===== src/rtl/apr_pkg.sv =====
// Shared constants, EBUS function codes and handshake state type for the APR flag controller.
package apr_pkg;

  // EBUS function codes
  localparam logic [2:0] FN_CONO  = 3'd0;
  localparam logic [2:0] FN_CONI  = 3'd1;
  localparam logic [2:0] FN_DATAI = 3'd3;

  localparam int unsigned EBUS_W = 36;

  // Word bit positions, bit 0 = MSB
  localparam int unsigned PI_CH_POS    = 15;
  localparam int unsigned PI_CH_W      = 3;
  localparam int unsigned CONO_LOAD_PI = 18;
  localparam int unsigned CONO_CLR     = 19;
  localparam int unsigned CONO_SET     = 20;
  localparam int unsigned CONO_EN      = 21;
  localparam int unsigned CONO_DIS     = 22;
  localparam int unsigned CONI_ACTIVE  = 18;
  localparam int unsigned DATAI_VALID  = 29;
  localparam int unsigned DATAI_IDX    = 30;
  localparam int unsigned IDX_W        = 6;

  typedef enum logic [1:0] {
    IDLE   = 2'd0,
    DECODE = 2'd1,
    WAIT   = 2'd2
  } ebus_state_e;

  // Only CONO, CONI and DATAI are answered
  function automatic logic is_valid_func(input logic [2:0] f);
    return (f == FN_CONO) || (f == FN_CONI) || (f == FN_DATAI);
  endfunction

endpackage


===== src/rtl/apr_flag_ctl_if.sv =====
// EBUS device-side signal bundle.
interface apr_flag_ctl_if;
  logic        ebusDemand;
  logic [0:6]  ds;
  logic [0:2]  ebusFunc;
  logic [0:35] ebusDIn;
  logic [0:35] ebusDOut;
  logic        ebusDrive;
  logic        ebusReturn;

  modport master (
    output ebusDemand, ds, ebusFunc, ebusDIn,
    input  ebusDOut, ebusDrive, ebusReturn
  );

  modport slave (
    input  ebusDemand, ds, ebusFunc, ebusDIn,
    output ebusDOut, ebusDrive, ebusReturn
  );
endinterface


===== src/rtl/apr_ebus_slave.sv =====
// EBUS demand/return handshake and device-select decode.
module apr_ebus_slave
  import apr_pkg::*;
#(
  parameter logic [6:0] DEV = 7'o000
) (
  input  logic        clk,
  input  logic        reset,
  apr_flag_ctl_if.slave ebus,
  input  logic [0:35] i_rdWord,
  output logic        o_conoStrobe_c,
  output logic        o_readStrobe_c,
  output logic [2:0]  o_func,
  output logic [0:35] o_data
);

  ebus_state_e r_state;
  logic        w_accept;
  logic        w_isRead;

  // New transaction: our device, a function we answer
  assign w_accept = ebus.ebusDemand && (ebus.ds == DEV) && is_valid_func(ebus.ebusFunc);
  assign w_isRead = (o_func == FN_CONI) || (o_func == FN_DATAI);

  // Strobes fire on the DECODE cycle that commits to WAIT
  assign o_conoStrobe_c = (r_state == DECODE) && ebus.ebusDemand && (o_func == FN_CONO);
  assign o_readStrobe_c = (r_state == DECODE) && ebus.ebusDemand && w_isRead;

  // Handshake FSM with registered bus outputs
  always_ff @(posedge clk) begin
    if (reset) begin
      r_state         <= IDLE;
      o_func          <= '0;
      o_data          <= '0;
      ebus.ebusDOut   <= '0;
      ebus.ebusDrive  <= 1'b0;
      ebus.ebusReturn <= 1'b0;
    end else begin
      case (r_state)
        IDLE: begin
          if (w_accept) begin
            r_state <= DECODE;
            o_func  <= ebus.ebusFunc;
            o_data  <= ebus.ebusDIn;
          end
        end
        DECODE: begin
          if (ebus.ebusDemand) begin
            r_state         <= WAIT;
            ebus.ebusReturn <= 1'b1;
            ebus.ebusDrive  <= o_readStrobe_c;
            ebus.ebusDOut   <= o_readStrobe_c ? i_rdWord : '0;
          end else begin
            r_state <= IDLE;
          end
        end
        WAIT: begin
          if (!ebus.ebusDemand) begin
            r_state         <= IDLE;
            ebus.ebusReturn <= 1'b0;
            ebus.ebusDrive  <= 1'b0;
            ebus.ebusDOut   <= '0;
          end
        end
        default: r_state <= IDLE;
      endcase
    end
  end

endmodule


===== src/rtl/apr_flag_ctl.sv =====
// APR error/interrupt section: sticky error flags, enable mask, PI channel, first-error latch.
module apr_flag_ctl
  import apr_pkg::*;
#(
  parameter int unsigned NFLAGS = 5,
  parameter logic [6:0]  DEV    = 7'o000,
  parameter int unsigned NPI    = 7
) (
  input  logic              clk,
  input  logic              reset,
  input  logic [0:NFLAGS-1] errIn,
  apr_flag_ctl_if.slave     ebus,
  output logic [1:NPI]      piReq,
  output logic [0:NFLAGS-1] flagsOut
);

  localparam int unsigned SEL_LSB = EBUS_W - NFLAGS;
  localparam int unsigned ENA_LSB = 13 - NFLAGS;

  logic [0:NFLAGS-1] r_flags;
  logic [0:NFLAGS-1] r_en;
  logic [2:0]        r_piChan;
  logic [5:0]        r_firstIdx;
  logic              r_firstValid;

  logic              w_cono;
  logic              w_read;
  logic [2:0]        w_func;
  logic [0:35]       w_data;
  logic [0:35]       w_rdWord;
  logic [0:NFLAGS-1] w_sel;
  logic [0:NFLAGS-1] w_clr;
  logic [0:NFLAGS-1] w_set;
  logic [0:NFLAGS-1] w_ena;
  logic [0:NFLAGS-1] w_dis;
  logic [0:NFLAGS-1] w_flagsNxt;
  logic [0:NFLAGS-1] w_enNxt;
  logic [5:0]        w_lowIdx;
  logic              w_active;
  logic [1:NPI]      w_pi;
  logic              w_unused;

  apr_ebus_slave #(.DEV(DEV)) u_slave (
    .clk            (clk),
    .reset          (reset),
    .ebus           (ebus),
    .i_rdWord       (w_rdWord),
    .o_conoStrobe_c (w_cono),
    .o_readStrobe_c (w_read),
    .o_func         (w_func),
    .o_data         (w_data)
  );

  // Only the select, channel and control bits of a CONO word matter
  assign w_unused = ^w_data ^ w_read;

  assign flagsOut = r_flags;
  assign w_active = |(r_flags & r_en);

  // CONO decode and next flag/enable state; set and errors beat clear
  always_comb begin
    w_sel      = w_data[SEL_LSB +: NFLAGS];
    w_clr      = (w_cono && w_data[CONO_CLR]) ? w_sel : '0;
    w_set      = (w_cono && w_data[CONO_SET]) ? w_sel : '0;
    w_ena      = (w_cono && w_data[CONO_EN])  ? w_sel : '0;
    w_dis      = (w_cono && w_data[CONO_DIS]) ? w_sel : '0;
    w_flagsNxt = (r_flags & ~w_clr) | w_set | errIn;
    w_enNxt    = (r_en & ~w_dis) | w_ena;
  end

  // Lowest-numbered error pulse this cycle
  always_comb begin
    w_lowIdx = '0;
    for (int i = int'(NFLAGS) - 1; i >= 0; i--) begin
      if (errIn[i]) w_lowIdx = 6'(i);
    end
  end

  // CONI / DATAI word from current register state
  always_comb begin
    w_rdWord = '0;
    if (w_func == FN_DATAI) begin
      w_rdWord[DATAI_VALID]          = r_firstValid;
      w_rdWord[DATAI_IDX +: IDX_W]   = r_firstIdx;
    end else begin
      w_rdWord[ENA_LSB +: NFLAGS]    = r_en;
      w_rdWord[PI_CH_POS +: PI_CH_W] = r_piChan;
      w_rdWord[CONI_ACTIVE]          = w_active;
      w_rdWord[SEL_LSB +: NFLAGS]    = r_flags;
    end
  end

  // One-hot request on the programmed channel; channel 0 means none
  always_comb begin
    w_pi = '0;
    for (int k = 1; k <= int'(NPI); k++) begin
      w_pi[k] = w_active && (r_piChan == 3'(k));
    end
  end

  // Flag, enable, channel, first-error and PI request registers
  always_ff @(posedge clk) begin
    if (reset) begin
      r_flags      <= '0;
      r_en         <= '0;
      r_piChan     <= '0;
      r_firstIdx   <= '0;
      r_firstValid <= 1'b0;
      piReq        <= '0;
    end else begin
      r_flags <= w_flagsNxt;
      r_en    <= w_enNxt;
      piReq   <= w_pi;
      if (w_cono && w_data[CONO_LOAD_PI]) begin
        r_piChan <= w_data[PI_CH_POS +: PI_CH_W];
      end
      if (!r_firstValid && (|errIn)) begin
        r_firstIdx   <= w_lowIdx;
        r_firstValid <= 1'b1;
      end else if (w_cono && w_data[CONO_CLR] && (w_flagsNxt == '0)) begin
        r_firstValid <= 1'b0;
      end
    end
  end

endmodule


===== src/flat_wrapper.sv =====
// flat-port wrapper written by rule: the top's interface ports become plain ports
module apr_flag_ctl_flat import apr_pkg::*;
#(
  parameter int unsigned NFLAGS = 5,
  parameter logic [6:0]  DEV    = 7'o000,
  parameter int unsigned NPI    = 7
)
  (clk, reset, errIn, piReq, flagsOut, ebus_ebusDemand, ebus_ds, ebus_ebusFunc, ebus_ebusDIn, ebus_ebusDOut, ebus_ebusDrive, ebus_ebusReturn);
  apr_flag_ctl_if ebus_i ();
  input  logic clk;
  input  logic reset;
  input  logic [0:NFLAGS-1] errIn;
  output logic [1:NPI] piReq;
  output logic [0:NFLAGS-1] flagsOut;
  input wire logic [$bits(ebus_i.ebusDemand)-1:0] ebus_ebusDemand;
  input wire logic [$bits(ebus_i.ds)-1:0] ebus_ds;
  input wire logic [$bits(ebus_i.ebusFunc)-1:0] ebus_ebusFunc;
  input wire logic [$bits(ebus_i.ebusDIn)-1:0] ebus_ebusDIn;
  output wire logic [$bits(ebus_i.ebusDOut)-1:0] ebus_ebusDOut;
  output wire logic [$bits(ebus_i.ebusDrive)-1:0] ebus_ebusDrive;
  output wire logic [$bits(ebus_i.ebusReturn)-1:0] ebus_ebusReturn;
  assign ebus_i.ebusDemand = ebus_ebusDemand;
  assign ebus_i.ds = ebus_ds;
  assign ebus_i.ebusFunc = ebus_ebusFunc;
  assign ebus_i.ebusDIn = ebus_ebusDIn;
  assign ebus_ebusDOut = ebus_i.ebusDOut;
  assign ebus_ebusDrive = ebus_i.ebusDrive;
  assign ebus_ebusReturn = ebus_i.ebusReturn;
  apr_flag_ctl #(.NFLAGS(NFLAGS), .DEV(DEV), .NPI(NPI)) u_core (.clk(clk), .reset(reset), .errIn(errIn), .ebus(ebus_i), .piReq(piReq), .flagsOut(flagsOut));
endmodule

===== config.mk =====
export PLATFORM = sky130hd
export DESIGN_NAME = apr_flag_ctl_flat
export DESIGN_NICKNAME = d
export VERILOG_FILES = /design/src/rtl/apr_pkg.sv /design/src/rtl/apr_flag_ctl_if.sv /design/src/rtl/apr_ebus_slave.sv /design/src/rtl/apr_flag_ctl.sv /design/src/flat_wrapper.sv
export SDC_FILE = /design/constraint.sdc
export NUM_CORES = 1
export LEC_CHECK = 0
export BUFFER_PORTS_ARGS = -buffer_cell sky130_fd_sc_hd__buf_2
export CORE_UTILIZATION = 24
export CTS_BUF_LIST = sky130_fd_sc_hd__clkbuf_4 sky130_fd_sc_hd__clkbuf_8 sky130_fd_sc_hd__clkbuf_16
export CTS_CLUSTER_DIAMETER = 100
export CTS_CLUSTER_SIZE = 24
export DETAILED_ROUTE_END_ITERATION = 7
export GPL_TIMING_DRIVEN = 0
export SKIP_LAST_GASP = 1
export SYNTH_ARGS = -nofsm -noshare
export SYNTH_HDL_FRONTEND = slang
export SYNTH_HIERARCHICAL = 1
export SYNTH_SLANG_ARGS = --single-unit

===== constraint.sdc =====
create_clock -name clk -period 2.7 [get_ports clk]
set_input_delay 0.405 -clock clk [delete_from_list [all_inputs] [get_ports clk]]
set_output_delay 0.405 -clock clk [all_outputs]
set_load 0.1 [all_outputs]

Yosys cells after proc, flatten, opt, wreduce, memory -nomap -nowiden
Index checks and enable logic that the tools add are counted.
- reduce and logical (&&, ||, !) cells: 35
- bitwise logic cells: 8
- muxes and demuxes: 28
- eq/ne operators: 16
- operators by type and width (operator ; count):
    two-way mux 36 bit ; 2
    one-hot mux 36 bit (2 select lines) ; 1
    two-way mux 5 bit ; 6
    two-way mux 28 bit ; 1
    logical AND 1 bit ; 19
    bitwise AND 5 bit ; 3
    two-way mux 3 bit ; 5
    OR 5 bit ; 3
    == test 3 x 2 -> 1 bit, second input constant ; 4
    == test 3 bit, second input constant ; 4
    inverter 5 bit ; 2
    OR reduction 5 bit ; 2
    == test 3 x 1 -> 1 bit, second input constant ; 3
    two-way mux 2 bit ; 4
    logical NOT 7 bit ; 1
    logical NOT 3 bit ; 2
    != test 2 bit, second input constant ; 3
    one-hot mux 2 bit (3 select lines) ; 1
    logical NOT 5 bit ; 1
    two-way mux 1 bit ; 5
    two-way mux 4 bit ; 1
    one-hot mux 1 bit (2 select lines) ; 2
    AND reduction 2 bit ; 2
    nonzero test 2 bit ; 2
    6 further kinds ; 8
- register bits after elaboration: 91
- word-level logic and storage cells: 99

Logic depth before layout (Yosys ltp)
Gate-level depths: netlist of run 1.
- depth in word-level cells: 13
- depth in mapped cells: 11
- mapped depth without buffers: 6

Hierarchy
Netlist of run 1, hierarchy kept.
- by module, submodules not included (module ; seq. area each (um^2) ; area each (um^2) ; instances ; cells an instance):
    apr_ebus_slave ; 1581.5 ; 3369.5 ; 1 ; 355
    apr_flag_ctl ; 480.5 ; 1091.0 ; 1 ; 132

Worst setup path after synthesis of run 1
Ideal clock, no wire load.
- kind: register to register
- start point: register u_core.u_slave.r_state[0]
- end point: register u_core.r_firstValid
- library setup time: 120 ps
- cell stages (with the launch flop): 11
- slack: 597 ps
- data required time: 2580 ps
- clock period less this slack: 2103 ps
- data arrival time: 1983 ps
- path through: dfxtp_1 -> buf_6 -> and4bb_2 -> buf_4 -> buf_4 -> nor3b_1 -> buf_4 -> nand2_1 -> a2111oi_2 -> nand3_1 -> o31a_1
- word-level cells in the longest chain between the ends: 12
- elaborated cells between the ends (all ways): 14
- RTL lines (item ; line ; text):
    start, declared ; apr_ebus_slave.sv:17 ; ebus_state_e r_state;
    start signal, assigned ; apr_ebus_slave.sv:32 ; r_state <= IDLE;
    start signal, assigned ; apr_ebus_slave.sv:42 ; r_state <= DECODE;
    start signal, assigned ; apr_ebus_slave.sv:49 ; r_state <= WAIT;
    == test 2 x 1 -> 1 bit * ; apr_ebus_slave.sv:26 ; assign o_conoStrobe_c = (r_state == DECODE) && ebus.ebusDemand && (o_func == FN_CONO);
    logical AND 1 bit * (2 in series) ; apr_ebus_slave.sv:26 ;
    via u_core.w_cono ; apr_flag_ctl.sv:26 ; logic w_cono;
    logical AND 1 bit ; apr_flag_ctl.sv:63, apr_flag_ctl.sv:120 ;
    two-way mux 5 bit ; apr_flag_ctl.sv:63 ; w_clr = (w_cono && w_data[CONO_CLR]) ? w_sel : '0;
    inverter 5 bit ; apr_flag_ctl.sv:67 ; w_flagsNxt = (r_flags & ~w_clr) | w_set | errIn;
    bitwise AND 5 bit ; apr_flag_ctl.sv:67 ;
    OR 5 bit (2 in series) ; apr_flag_ctl.sv:67 ;
    logical NOT 5 bit ; apr_flag_ctl.sv:120 ; end else if (w_cono && w_data[CONO_CLR] && (w_flagsNxt == '0)) begin
    logical AND 1 bit * ; apr_flag_ctl.sv:120 ;
    nonzero test 2 bit (no line) * ; -- ;
    end signal, assigned ; apr_flag_ctl.sv:108 ; r_firstValid <= 1'b0;
    end signal, assigned ; apr_flag_ctl.sv:119 ; r_firstValid <= 1'b1;
    end signal, assigned ; apr_flag_ctl.sv:121 ; r_firstValid <= 1'b0;
    end, declared ; apr_flag_ctl.sv:24 ; logic r_firstValid;
The timed path passes the listed nets; every way through them passes the cells marked *.
A chain may end at the register's enable or synchronous reset.

Worst setup path in the final report of run 1
- start point: register u_core.u_slave.r_state[0]
- end point: register u_core/r_en[1] (netlist name)
- word-level cells in the longest chain between the ends: 8
- elaborated cells between the ends (all ways): 10
- RTL lines (item ; line ; text):
    == test 2 x 1 -> 1 bit * ; apr_ebus_slave.sv:26 ;
    logical AND 1 bit * (2 in series) ; apr_ebus_slave.sv:26 ;
    via u_core.w_cono ; apr_flag_ctl.sv:26 ;
    logical AND 1 bit ; apr_flag_ctl.sv:66 ; w_dis = (w_cono && w_data[CONO_DIS]) ? w_sel : '0;
    two-way mux 5 bit ; apr_flag_ctl.sv:66 ;
    inverter 5 bit ; apr_flag_ctl.sv:68 ; w_enNxt = (r_en & ~w_dis) | w_ena;
    bitwise AND 5 bit ; apr_flag_ctl.sv:68 ;
    OR 5 bit * ; apr_flag_ctl.sv:68 ;
    end signal, assigned ; apr_flag_ctl.sv:112 ; r_en <= w_enNxt;
    end, declared ; apr_flag_ctl.sv:21 ; logic [0:NFLAGS-1] r_en;
Marks and branches as above.

==> results of run 1 <==
==> cells in the final DEF (no fill, tap or decap), types with 9 or more instances in the layout <==
cell type and n:
a21oi_1 50, nand2b_1 32, dfxtp_1 80, nor2_1 18, nand3_1 86, mux2i_1 16, nand2_1 13, conb_1 21
clkbuf_16 9, buf_2 86, and2_1 11, clkbuf_1 20
==> layout make-up <==
class	count	area share, %
multi-input combinational	291	37.2
sequential	80	35.8
timing repair buffer	80	8.95
buffer	39	6.07
clock buffer	11	5.51
tap	180	5.03
clock inverter	5	1.26
inverter	3	0.252
==> worst max path at each step <==
| stage | startpoint | to | slack [ns] | depth (start not counted) |
|---|---|---|---|---|
| floorplan | u_core/u_slave/r_state[0]$_SDFFE_PP0P_ | u_core/r_firstValid$_SDFFE_PP0P_ | 0.60 | 10 |
| global placement | ebus_ebusDemand | u_core/r_firstValid$_SDFFE_PP0P_ | 0.26 | 10 |
| detailed placement | ebus_ebusDemand | u_core/r_firstValid$_SDFFE_PP0P_ | 0.23 | 10 |
| CTS | u_core/u_slave/r_state[0]$_SDFFE_PP0P_ | u_core/r_firstValid$_SDFFE_PP0P_ | 0.32 | 10 |
| global route | u_core/u_slave/r_state[0]$_SDFFE_PP0P_ | u_core/r_en[1]$_SDFF_PP0_ | 0.09 | 11 |
| finish | u_core/u_slave/r_state[0]$_SDFFE_PP0P_ | u_core/r_en[1]$_SDFF_PP0_ | 0.33 | 11 |
==> worst max-delay path: stages (launching register included) <==
cell and delay [ns]:
dfxtp_1 0.32, buf_6 0.12, and4bb_2 0.28, buf_4 0.18, buf_4 0.17, nor3b_1 0.21, buf_4 0.19, buf_2 0.21
buf_2 0.24, nand3_1 0.09, a32oi_1 0.16, nor2_1 0.06
==> power by group <==
group | internal, µW | total [µW] | leakage [µW] | switching [µW]
Combinational | 48.4 | 148 | 0.000938 | 99.5
Clock | 749 | 1220 | 0.000149 | 470
Sequential | 1190 | 1200 | 0.000646 | 9.50
==> registers in the layout, indices dropped and copies added, names as in the netlist <==
signal,flops
u_core/r_piChan,3
u_core/r_firstIdx,3
u_core/r_firstValid,1
u_core/u_slave/ebus.ebusDOut,36
u_core/u_slave/ebus.ebusDrive,1
u_core/u_slave/o_func,3
u_core/u_slave/r_state,2
u_core/flagsOut,5
u_core/r_en,5
u_core/piReq,7
u_core/u_slave/o_data,13
u_core/u_slave/ebus.ebusReturn,1
==> routing by layer <==
| metal | vias to the layer above | routed length, µm | share of wire [%] | global-route usage, % |
|---|---|---|---|---|
| met5 | - | 0 | 0 | 0 |
| met3 | 10 | 587 | 6.3 | 3.95 |
| met1 | 1445 | 4310 | 47 | 16.9 |
| li1 | 1584 | - | - | - |
| met2 | 84 | 4190 | 45 | 20.7 |
| met4 | 0 | 159 | 1.7 | 4.65 |
==> per-stage QoR <==
step                total power [µW]  hold slack (ns)  instances  util [%]
detailed placement              1370            0.457        673      29.8
finish                          2570            0.336        689      32.0
CTS                             2600            0.321        689      32.0
global placement                1370            0.455        673      29.8
floorplan                       1320            0.443        413         -
global route                    2670            0.340        689      32.0
==> metrics.md, run 1 <==
| Metric | Value |
|---|---|
| PortBufs | `80` |
| Hold Buf Count CTS | `0` |
| Startpoint Class | `flop` |
| P_leak | `0.00173 µW` |
| Mapped Cells | `393` |
| Area Growth Syn to Fin | `28.9%` |
| Largest net degree at the start of global routing | `14` |
| Setup tns final | `0 ns` |
| Share of layout cells above drive strength 1 | `24.0%` |
| Clock Path Buffers | `2` |
| Routed length per instance | `13.4 µm` |
| Post-route ant nets | `0` |
| Vias | `3123` |
| DRT Pass-1 Iters | `4` |
| Synth warn | `6` |
| Max-Cap Viols | `0` |
| Number of global-route vias before repair | `3111` |
| CP endpoint kind | `flop` |
| Synthesized area per cell | `8.83 µm²` |
| Initial antenna violation count | `0` |
| Total congestion overflow | `0` |
| Status | `complete, no violations` |
| Final hold vios | `0` |
| # fillers | `1459` |
| Setup slack, reg-to-reg | `0.33 ns` |
| Via-to-Cell Ratio | `4.53` |
| Post-DP HPWL | `7.16 mm` |
| Setup violations, final | `0` |
| Crit Path Max Fanout | `10` |
| Seq. cell area | `0.00160 mm²` |
| Nets@finish | `558` |
| CP Data Required Time | `2.91 ns` |
| Slew Limit Fails | `0` |
| Num CTS Buffers | `9` |
| Die X | `122 µm` |
| Clk pin slew, worst setup/hold paths | `0.06 ns` |
| Clk sink count | `80` |
| Fmax | `422 MHz` |
| Slew @ Worst Pin | `0.520 ns` |
| CTS root buf | `clkbuf_16` |
| Clock period minus worst slack | `2.37 ns` |
| IO Pins | `104` |
| Synth Cell Area | `0.00347 mm²` |
| Dpl ws | `0.232 ns` |
| Dpl cell area | `0.00417 mm²` |
| WHS Path Cells | `3` |
| Cell area power density | `573 mW/mm²` |
| Postcts setup bufs | `0` |
| Clock Latency Late Sink | `0.33 ns` |
| # rows | `43` |
| CTS tree | `yes` |
| CTS resizes | `0` |
| Initial DRC count | `214` |
| Slew headroom | `65.5%` |
| Worst reg2reg path depth | `11` |
| Height of the chip | `122 µm` |
| Hold wc startpoint | `ebus_ebusDIn[1]` |
| Final Skew | `0.00745 ns` |
| Critical R2R Launch | `u_core/u_slave/r_state[0]$_SDFFE_PP0P_` |
| Critical R2R Capture | `u_core/r_en[1]$_SDFF_PP0_` |
| Final Cycle Share | `87.8%` |
| Area of the multi-input gates | `0.00166 mm²` |
| Crit Path Category | `reg2reg` |
| HP Class | `in2reg` |
| # DRC | `0` |
| Peak VDD IR | `0.000255 V` |
| GP Congestion | `0.832` |
| Ant. Diodes | `0` |
| First-pass GRT wire length | `15.2 mm` |
| Depth of the CTS H-tree | `3` |
| Core Area | `0.0140 mm²` |
| Die ar. | `0.0150 mm²` |
| Design area | `0.00448 mm²` |
| Worst Hold Path EP | `u_core/u_slave/o_data[34]$_SDFFE_PP0P_` |
| Initial Util | `24.8%` |
| Fin worst setup slack | `0.330 ns` |
| RSZ-0062 raised after global routing | `no` |
| Global Route Usage Sum | `13.1%` |
| Worst path arrival time | `2.58 ns` |
| Routed WL | `9.25 mm` |
Power figures use the tool's default switching activity.
==> inputs of run 2 (changes only) <==
--- a/config.mk
+++ b/config.mk
@@ -12,6 +12,7 @@
 export CTS_CLUSTER_SIZE = 24
 export DETAILED_ROUTE_END_ITERATION = 7
 export GPL_TIMING_DRIVEN = 0
+export RECOVER_POWER = 100
 export SKIP_LAST_GASP = 1
 export SYNTH_ARGS = -nofsm -noshare
 export SYNTH_HDL_FRONTEND = slang
==> run 2 against run 1 <==
Compared with the run above: non-clock buffer count unchanged; critical path type unchanged; critical endpoint unchanged; worst hold slack about the same; first-iteration DRC count decreased by 10%; setup slack better by 0.011 ns; clock skew shrank 0.00076 ns; register-to-register slack about the same; final cell count unchanged; global-route usage unchanged; critical path depth unchanged; highest routed layer unchanged; wire length grew 0.16%.
==> metrics.md, run 2 (synthesis gave the netlist of run 1 again) <==
| Metric | Value |
|---|---|
| Status | `complete, no violations (unchanged)` |
| Commonest non-fill, non-tap cells in the layout | `nand3_1 (86), dfxtp_1 (80), clkbuf_1 (77) (was buf_2 (86), nand3_1 (86), dfxtp_1 (80))` |
| RSZ-0062 raised after global routing | `no (unchanged)` |
| Share of layout cells above drive strength 1 | `12.4% (was 24.0%)` |
| Num CTS Buffers | `9 (unchanged)` |
| Fmax | `424 MHz (was 422 MHz)` |
| Slew @ Worst Pin | `1.25 ns (was 0.520 ns)` |
| Core Area | `0.0140 mm² (unchanged)` |
| Crit Path Max Fanout | `10 (unchanged)` |
| Setup tns final | `0 ns (unchanged)` |
| Final Cycle Share | `87.4% (was 87.8%)` |
| Clk pin slew, worst setup/hold paths | `0.06 ns (about the same)` |
| Post-DP HPWL | `7.16 mm (unchanged)` |
| Max-Cap Viols | `0 (unchanged)` |
| CP endpoint kind | `flop (unchanged)` |
| Clk sink count | `80 (unchanged)` |
| Final hold vios | `0 (unchanged)` |
| Global Route Usage Sum | `13.1% (unchanged)` |
| Die X | `122 µm (unchanged)` |
| Combinational Power Share | `5.7% (was 5.8%)` |
| Routed WL | `9.26 mm (was 9.25 mm)` |
| # DRC | `0 (unchanged)` |
| Largest Register | `u_core/u_slave/ebus.ebusDOut (unchanged)` |
| Leading cell type in the layout, fill and taps excluded | `nand3_1` |
| Post-layout util | `31.0% (was 32.0%)` |
| Setup violations, final | `0 (unchanged)` |
| Slew headroom | `17.2% (was 65.5%)` |
| Ant. Diodes | `0 (unchanged)` |
| Nets@finish | `558 (unchanged)` |
| IO Pins | `104 (unchanged)` |
| PortBufs | `80 (unchanged)` |
| Initial DRC count | `192 (was 214)` |
| Total congestion overflow | `0 (unchanged)` |
| Final Skew | `0.00670 ns (was 0.00745 ns)` |
| Area Growth Syn to Fin | `24.8% (was 28.9%)` |
| Initial antenna violation count | `0 (unchanged)` |
| Vias | `3123 (unchanged)` |
| Height of the chip | `122 µm (unchanged)` |
| Largest net degree at the start of global routing | `14 (unchanged)` |
| Internal power | `1980 µW (was 1990 µW)` |
| Cell area power density | `592 mW/mm² (was 573 mW/mm²)` |
| Depth of the CTS H-tree | `3 (unchanged)` |
| Hold Buf Count CTS | `0 (unchanged)` |
| Initial Util | `24.8% (unchanged)` |
| First-pass GRT wire length | `15.2 mm (unchanged)` |
| CTS tree | `yes (unchanged)` |
| Minimum hold slack | `0.336 ns (about the same)` |
| Via-to-Cell Ratio | `4.53 (unchanged)` |
| CTS resizes | `0 (unchanged)` |
| Largest regs | `u_core/u_slave/ebus.ebusDOut (36), u_core/u_slave/o_data (13), u_core/piReq (7) (unchanged)` |
| Routed length per instance | `13.4 µm (about the same)` |
| Clock Latency Late Sink | `0.33 ns (about the same)` |
| Slew Limit Fails | `0 (unchanged)` |
| Postcts setup bufs | `0 (unchanged)` |
| # fillers | `1497 (was 1459)` |
| Max reg flops | `36 (unchanged)` |
| Peak VDD IR | `0.000255 V (about the same)` |
| Startpoint Class | `flop (unchanged)` |
| P_leak | `0.00148 µW (was 0.00173 µW)` |
| Worst path arrival time | `2.57 ns (was 2.58 ns)` |
| Net Switching | `581 µW (was 579 µW)` |
| GP Congestion | `0.832 (unchanged)` |
| Number of global-route vias before repair | `3111 (unchanged)` |
| Die ar. | `0.0150 mm² (unchanged)` |
| Clk pwr share | `47.6% (was 47.5%)` |
| Clock period minus worst slack | `2.36 ns (was 2.37 ns)` |
| Final Total Pwr | `2560 µW (was 2570 µW)` |
| # rows | `43 (unchanged)` |
| DRT Pass-1 Iters | `4 (unchanged)` |
| Crit Path Category | `reg2reg (unchanged)` |
| CP Data Required Time | `2.91 ns (about the same)` |
| HP Class | `in2reg (unchanged)` |
| Post-route ant nets | `0 (unchanged)` |
| CTS root buf | `clkbuf_16 (unchanged)` |
| Clock Path Buffers | `2 (unchanged)` |
| Sequential power share | `46.7% (about the same)` |
| Net Sw Frac | `22.6% (about the same)` |
-- run 2: cell types whose count changed in the layout (fill, tap and decap cells not counted), sizes merged --
cell / before / now
buf: 99 / 42
clkbuf: 31 / 88
-- run 2: path summary, 6_finish.rpt --
| path | to | slack (ns) | startpoint | cells after the start |
|---|---|---|---|---|
| hold reg to reg | u_core/u_slave/ebus.ebusDOut[22]$_SDFFE_PP0P_ | 0.47 | u_core/u_slave/ebus.ebusDOut[22]$_SDFFE_PP0P_ | 2 |
| hold / removal | u_core/u_slave/o_data[15]$_SDFFE_PP0P_ | 0.34 | ebus_ebusDIn[20] | 3 |
| setup / recovery | u_core/r_en[1]$_SDFF_PP0_ | 0.34 | u_core/u_slave/r_state[0]$_SDFFE_PP0P_ | 11 |
| setup reg to reg | u_core/r_en[1]$_SDFF_PP0_ | 0.34 | u_core/u_slave/r_state[0]$_SDFFE_PP0P_ | 11 |
-- run 2: power by group through the flow --
stage                     sequential, µW  clock, µW  combinational [µW]
after global routing                1200       1310                 158
after CTS                           1200       1260                 148
after detailed placement            1220          0                 148
after floorplan                     1260          0                59.1
final                               1200       1220                 145
after global placement              1220          0                 145
-- run 2: per-stage QoR --
stage	worst slack, ns	cells	area (µm²)
2_1_floorplan	0.601	413	3550
4_1_cts	0.321	689	4480
5_1_grt	0.0733	689	4330
3_3_place_gp	0.262	673	4170
3_5_place_dp	0.232	673	4170
6_report	0.340	689	4330
-- run 2: routing by layer --
layer / track usage (%) / wire length, µm
met3: 3.95 / 585
met1: 16.9 / 4350
met2: 20.7 / 4160
met4: 4.65 / 159
met5: 0 / 0
-- run 2: critical path, cell delays in order, from the launching register on --
cell and delay (ns):
dfxtp_1 0.32, buf_6 0.11, and4bb_1 0.28, buf_4 0.19, buf_4 0.17, nor3b_1 0.21
buf_4 0.18, buf_2 0.21, buf_2 0.24, nand3_1 0.09, a32oi_1 0.16, nor2_1 0.06
-- run 2: final cells by class --
| type | count | area, µm² | share of cell area, % |
|---|---|---|---|
| Multi-Input combinational cell | 291 | 1660 | 38.2 |
| Clock buffer | 11 | 246 | 5.69 |
| Sequential cell | 80 | 1600 | 37.0 |
| Buffer | 39 | 199 | 4.59 |
| Clock inverter | 5 | 56.3 | 1.30 |
| Timing Repair Buffer | 80 | 335 | 7.74 |
| Inverter | 3 | 11.3 | 0.260 |
| Tap cell | 180 | 225 | 5.20 |
